===== src/rtl/uart_rx_data_sampler_if.sv =====
// Bus between the RX FSM/line side and the oversampling data sampler.
// The master drives the line, prescale and enables; the slave returns counters and the voted bit.
interface uart_rx_data_sampler_if #(
  parameter int PRESCALE_W = 6,
  parameter int BIT_CNT_W  = 4
);
  logic                  rx_in;
  logic [PRESCALE_W-1:0] prescale;
  logic                  count_en;
  logic                  sample_en;
  logic [PRESCALE_W-1:0] edge_count;
  logic [BIT_CNT_W-1:0]  bit_count;
  logic                  sampled_bit;
  logic                  sample_done;

  modport master (
    output rx_in, prescale, count_en, sample_en,
    input  edge_count, bit_count, sampled_bit, sample_done
  );

  modport slave (
    input  rx_in, prescale, count_en, sample_en,
    output edge_count, bit_count, sampled_bit, sample_done
  );
endinterface


===== src/rtl/uart_rx_data_sampler.sv =====
// UART RX oversampling front end: edge/bit counters plus a three-point majority vote.
// Optional macro UART_RX_SYNC_EN adds a two-flop synchronizer on rx_in.
module uart_rx_data_sampler #(
  parameter int PRESCALE_W = 6,
  parameter int BIT_CNT_W  = 4
) (
  input logic                   clk,
  input logic                   rst,
  uart_rx_data_sampler_if.slave bus
);

  localparam logic [PRESCALE_W-1:0] ONE   = PRESCALE_W'(1);
  localparam logic [PRESCALE_W-1:0] P_MIN = PRESCALE_W'(4);
  localparam logic [PRESCALE_W-1:0] P_RST = PRESCALE_W'(8);
  localparam logic [BIT_CNT_W-1:0]  B_MAX = '1;

  logic                  line;
  logic [PRESCALE_W-1:0] p_reg;
  logic [PRESCALE_W-1:0] half;
  logic [PRESCALE_W-1:0] edge_q;
  logic [BIT_CNT_W-1:0]  bit_q;
  logic                  s0;
  logic                  s1;
  logic                  sampled_q;
  logic                  done_q;
  logic                  wrap;
  logic                  at_s0;
  logic                  at_s1;
  logic                  at_vote;

`ifdef UART_RX_SYNC_EN
  logic [1:0] sync_q;

  // Synchronizer resets to the idle level so no false start bit appears after reset.
  always_ff @(posedge clk) begin
    if (rst) sync_q <= 2'b11;
    else     sync_q <= {sync_q[0], bus.rx_in};
  end

  assign line = sync_q[1];
`else
  assign line = bus.rx_in;
`endif

  always_comb begin
    half    = p_reg >> 1;
    wrap    = (edge_q == p_reg - ONE);
    at_s0   = bus.sample_en && (edge_q == half - ONE);
    at_s1   = bus.sample_en && (edge_q == half);
    at_vote = bus.sample_en && (edge_q == half + ONE);
  end

  // Prescale is only taken between frames so the bit period cannot shift mid-frame.
  always_ff @(posedge clk) begin
    if (rst) begin
      p_reg <= P_RST;
    end else if (!bus.count_en) begin
      p_reg <= (bus.prescale < P_MIN) ? P_MIN : bus.prescale;
    end
  end

  always_ff @(posedge clk) begin
    if (rst) begin
      edge_q <= '0;
      bit_q  <= '0;
    end else if (!bus.count_en) begin
      edge_q <= '0;
      bit_q  <= '0;
    end else if (wrap) begin
      edge_q <= '0;
      if (bit_q != B_MAX) bit_q <= bit_q + BIT_CNT_W'(1);
    end else begin
      edge_q <= edge_q + ONE;
    end
  end

  // The vote uses the pre-clear edge count, so a sample coinciding with count_en falling still lands.
  always_ff @(posedge clk) begin
    if (rst) begin
      s0        <= 1'b1;
      s1        <= 1'b1;
      sampled_q <= 1'b1;
      done_q    <= 1'b0;
    end else begin
      done_q <= 1'b0;
      if (at_s0) s0 <= line;
      if (at_s1) s1 <= line;
      if (at_vote) begin
        sampled_q <= (s0 & s1) | (s0 & line) | (s1 & line);
        done_q    <= 1'b1;
      end
    end
  end

  assign bus.edge_count  = edge_q;
  assign bus.bit_count   = bit_q;
  assign bus.sampled_bit = sampled_q;
  assign bus.sample_done = done_q;

endmodule


===== src/flat_wrapper.sv =====
// flat-port wrapper written by rule: the top's interface ports become plain ports
module uart_rx_data_sampler_flat 
#(
  parameter int PRESCALE_W = 6,
  parameter int BIT_CNT_W  = 4
)
  (clk, rst, bus_rx_in, bus_prescale, bus_count_en, bus_sample_en, bus_edge_count, bus_bit_count, bus_sampled_bit, bus_sample_done);
  uart_rx_data_sampler_if #(.PRESCALE_W(PRESCALE_W), .BIT_CNT_W(BIT_CNT_W)) bus_i ();
  input logic clk;
  input logic rst;
  input wire logic [$bits(bus_i.rx_in)-1:0] bus_rx_in;
  input wire logic [$bits(bus_i.prescale)-1:0] bus_prescale;
  input wire logic [$bits(bus_i.count_en)-1:0] bus_count_en;
  input wire logic [$bits(bus_i.sample_en)-1:0] bus_sample_en;
  output wire logic [$bits(bus_i.edge_count)-1:0] bus_edge_count;
  output wire logic [$bits(bus_i.bit_count)-1:0] bus_bit_count;
  output wire logic [$bits(bus_i.sampled_bit)-1:0] bus_sampled_bit;
  output wire logic [$bits(bus_i.sample_done)-1:0] bus_sample_done;
  assign bus_i.rx_in = bus_rx_in;
  assign bus_i.prescale = bus_prescale;
  assign bus_i.count_en = bus_count_en;
  assign bus_i.sample_en = bus_sample_en;
  assign bus_edge_count = bus_i.edge_count;
  assign bus_bit_count = bus_i.bit_count;
  assign bus_sampled_bit = bus_i.sampled_bit;
  assign bus_sample_done = bus_i.sample_done;
  uart_rx_data_sampler #(.PRESCALE_W(PRESCALE_W), .BIT_CNT_W(BIT_CNT_W)) u_core (.clk(clk), .rst(rst), .bus(bus_i));
endmodule

===== config.mk =====
export PLATFORM = sky130hd
export DESIGN_NAME = uart_rx_data_sampler_flat
export DESIGN_NICKNAME = d
export VERILOG_FILES = /design/src/rtl/uart_rx_data_sampler_if.sv /design/src/rtl/uart_rx_data_sampler.sv /design/src/flat_wrapper.sv
export SDC_FILE = /design/constraint.sdc
export NUM_CORES = 1
export LEC_CHECK = 0
export BUFFER_PORTS_ARGS = -buffer_cell sky130_fd_sc_hd__buf_2
export CORE_MARGIN = 1
export CORE_UTILIZATION = 40
export CTS_CLUSTER_DIAMETER = 200
export DETAILED_ROUTE_END_ITERATION = 10
export PLACE_DENSITY_LB_ADDON = 0.3
export SLEW_MARGIN = 10
export SYNTH_ARGS = -nofsm -noshare
export SYNTH_HDL_FRONTEND = slang
export SYNTH_SLANG_ARGS = --single-unit

===== constraint.sdc =====
create_clock -name clk -period 2.7 [get_ports clk]
set_clock_uncertainty 0.05 [all_clocks]
set_input_delay 0.54 -clock clk [delete_from_list [all_inputs] [get_ports clk]]
set_output_delay 0.54 -clock clk [all_outputs]
set_load 0.1 [all_outputs]

==> out/metrics.csv <==
stage,metric,value,unit
clocking,cts_tree,built,
clocking,h-tree-depth,1,
global_route,grt_pass1_wl,5040,µm
layout,utilization,47.1,%
sta,rsz0062_at_grt,no,
global_route,grt_max_degree,15,
critical_path,worstPathRequired,2820,ps
sta,period_share,84.9,%
critical_path,timing.rr.start,u_core.p_reg[1]$_SDFFE_PP0N_,
synthesis,synth.avg_cell_area,8.88,µm²
synthesis,synth-seq-cells,20,
run_status,run_status,"complete, no violations",
critical_path,regToRegSetupSlack,410,ps
clocking,postCtsSetupBuffers,0,
clocking,clock_sinks,20,
route,vias,1136,
sta,setup_viol_count_final,0,
critical_path,crit_family,compound AO/OA/AOI/OAI gates,
clocking,cts_buffer_depth,2,
floorplanning,top_level_ports,23,
route,avgViaCountPerCell,5.36,
hold_path,hold_end,u_core.p_reg[0]$_SDFFE_PP0N_,
floorplanning,dieArea,0.00363,mm²
critical_path,worstSetupEndpointType,flop,
layout,drive_gt1_share,21.4,%
critical_path,cp-startpoint,u_core.p_reg[1]$_SDFFE_PP0N_,
layout,antenna_cells,0,
hold_path,worstHoldPathType,in -> reg,
floorplanning,die_y,60.3,µm
hold_path,holdPathStages,3,
route,totalWireLength,2820,µm
route,post_drt_wl_per_cell,13.3,µm
hold_path,holdCritStartpoint,bus_prescale[0],
clocking,cts_resized,0,
synthesis,syn-cell-area,0.00136,mm²
place,dpl-instance-area,0.00144,mm²
place,dp_hpwl,2190,µm
place,numPortBuffers,22,
synthesis,synth_warnings,0,
layout,final_cell_area,0.00147,mm²
route,drc_errors,0,
sta,drv_slew,0,
floorplanning,coreArea,0.00313,mm²
critical_path,arrival,2410,ps
route,drtIter0Drc,46,
global_route,grt_pass1_vias,1153,
sta,hold_violations,0,
place,gp_congestion,0.883,
floorplanning,fp-row-count,20,
power_and_ir_drop,p_leak,0.650,nW
sta,timing.fmax,436,MHz
critical_path,slowest_stage,dfxtp_1,
layout,fin_cells,212,
critical_path,cp-start-kind,flop,
critical_path,cp.buffers_inverters,1,
power_and_ir_drop,p_total,613,µW
sta,tightest_slew,495,ps
clocking,root_buffer,clkbuf_4,
floorplanning,die_w,60.3,µm
sta,slew_headroom,67.0,%
power_and_ir_drop,powerDensity,417,mW/mm²
place,dp.cells,208,
critical_path,max_stage_delay,480,ps
global_route,antenna_found_initial,0,
synthesis,synthCells,153,
place,pre_cts_ws,440,ps
synthesis,synth_nets,170,
global_route,grt_overflow,0,
power_and_ir_drop,ir_worst_vdd,264,µV
floorplanning,initial_utilization,43.4,%
synthesis,synthDistinctLibCells,43,
sta,whs,428,ps
layout,final_nets,186,
route,drt.antenna.violating_nets,0,
critical_path,worstPathMaxFanout,10,
clocking,numCtsBuffers,3,
clocking,clk_latency,290,ps
clocking,clk_pin_slew,110,ps
route,dr.pass1.iters,4,
synthesis,ys_seq_area_share,29.5,%
critical_path,crit_chain,inv_1 > ha_1 > and2_4 > o21a_1 > o31ai_2 > and3_1 > a311oi_2,
job,drv_cap,0,
sta,setup_tns,0,ps
layout,syn_to_final_growth,8.38,%
critical_path,r2r-end,u_core.bus.bit_count[3]$_SDFFE_PP0P_,
critical_path,worst-setup-path-type,reg -> reg,
sta,fin_ws,408,ps
clocking,holdBufCountCts,0,
global_route,grt_usage,18.5,%
critical_path,r2r.worst_path.cells,7,
sta,period_minus_slack,2290,ps
==> metal layers <==
| layer | global-route usage (%) | routed length [µm] | vias up |
|---|---|---|---|
| met5 | 0 | 0 | - |
| met4 | 7.64 | 19 | 0 |
| met2 | 32.8 | 1410 | 8 |
| met1 | 22.5 | 1340 | 551 |
| met3 | 1.95 | 49 | 2 |
| li1 | - | - | 575 |
==> Yosys cell counts <==
| master | count | area share [%] |
|---|---|---|
| nand4b_1 | 1 | 0.64 |
| mux2i_1 | 5 | 3.7 |
| nand4_1 | 3 | 1.4 |
| o21ba_2 | 1 | 0.74 |
| a41oi_1 | 3 | 1.9 |
| ha_1 | 6 | 5.5 |
| a41o_1 | 1 | 0.74 |
| xnor2_1 | 8 | 5.2 |
| nand3_1 | 8 | 2.9 |
| nor2b_1 | 5 | 2.3 |
| a211oi_1 | 4 | 2.2 |
| o2111ai_1 | 1 | 0.64 |
| and2b_2 | 1 | 0.64 |
| clkbuf_8 | 1 | 1.0 |
| maj3_1 | 1 | 0.74 |
| a21boi_4 | 1 | 1.4 |
| nor3_1 | 9 | 3.3 |
| a21oi_1 | 4 | 1.5 |
| nand2_1 | 6 | 1.7 |
| o21a_1 | 2 | 1.1 |
| buf_1 | 2 | 0.55 |
| inv_1 | 6 | 1.7 |
| xor2_1 | 12 | 7.7 |
| buf_2 | 2 | 0.74 |
| a31o_2 | 1 | 0.64 |
| nor4_1 | 1 | 0.46 |
| dfxtp_1 | 20 | 29 |
| nand2b_1 | 2 | 0.92 |
| a311oi_2 | 1 | 1.1 |
| nor3b_1 | 1 | 0.55 |
| a211oi_2 | 1 | 0.92 |
| buf_4 | 3 | 1.7 |
| a22oi_1 | 2 | 1.1 |
| and3_1 | 3 | 1.4 |
| o31ai_2 | 1 | 0.92 |
| a221oi_1 | 1 | 0.64 |
| a211o_2 | 1 | 0.74 |
| nor2_1 | 15 | 4.1 |
| o31ai_1 | 1 | 0.55 |
| buf_6 | 3 | 2.5 |
| nor4b_1 | 1 | 0.64 |
| and2_4 | 1 | 0.64 |
| nor4b_2 | 1 | 1.1 |
==> report_power, final <==
group          internal [mW]  total, mW  switching [mW]
clock                 0.0821      0.170          0.0879
combinational         0.0502      0.122          0.0717
sequential             0.303      0.321          0.0185
total                  0.435      0.613           0.178
==> worst max path at each step <==
stage	depth (start not counted)	end	slack, ps
detailed placement	7	u_core.bus.bit_count[3]$_SDFFE_PP0P_	440
CTS	7	u_core.bus.bit_count[3]$_SDFFE_PP0P_	420
global placement	7	u_core.bus.bit_count[3]$_SDFFE_PP0P_	540
global route	7	u_core.bus.bit_count[1]$_SDFFE_PP0P_	240
floorplan	6	u_core.bus.bit_count[3]$_SDFFE_PP0P_	380
finish	7	u_core.bus.bit_count[3]$_SDFFE_PP0P_	410
==> cell usage in the layout, fill, tap and decap left out, types with 2 or more instances in the layout <==
| cell type | n |
|---|---|
| nor2b_1 | 5 |
| and3_1 | 3 |
| buf_2 | 22 |
| xnor2_1 | 8 |
| clkbuf_4 | 3 |
| a22oi_1 | 2 |
| a211oi_1 | 4 |
| a21oi_1 | 4 |
| nor2_1 | 15 |
| nand3_1 | 8 |
| xor2_1 | 12 |
| nand4_1 | 3 |
| a41oi_1 | 3 |
| ha_1 | 6 |
| nor3_1 | 9 |
| dfxtp_1 | 20 |
| mux2i_1 | 5 |
| o21a_1 | 2 |
| nand2_1 | 6 |
| inv_1 | 6 |
| nand2b_1 | 2 |
==> final cells by class <==
| class | count | area [µm²] |
|---|---|---|
| repair buffers | 22 | 110 |
| well taps | 44 | 55.1 |
| inverters | 6 | 22.5 |
| fillers | 311 | 1660 |
| multi-input cells | 116 | 848 |
| flip-flops and latches | 20 | 400 |
| clock buffers | 4 | 36.3 |
==> logic make-up (layout without fill, tap and decap cells) <==
| logic type | after synthesis | count (layout) | share of synthesized area, % |
|---|---|---|---|
| compound gates | 26 | 26 | 16.9 |
| xor+xnor | 20 | 20 | 12.9 |
| fa+ha+maj | 7 | 7 | 6.26 |
| buf+inv | 17 | 32 | 8.10 |
| flops | 20 | 20 | 29.5 |
| mux | 5 | 5 | 3.68 |
| simple gates | 58 | 58 | 22.7 |
==> worst min-delay path: cells and delay by family <==
family                 cells  cell delay [ps]
AND/OR/NAND/NOR            1               80
AO/OA/AOI/OAI              1               50
buffers and inverters      1               70
(Power assumes the default switching activity.)
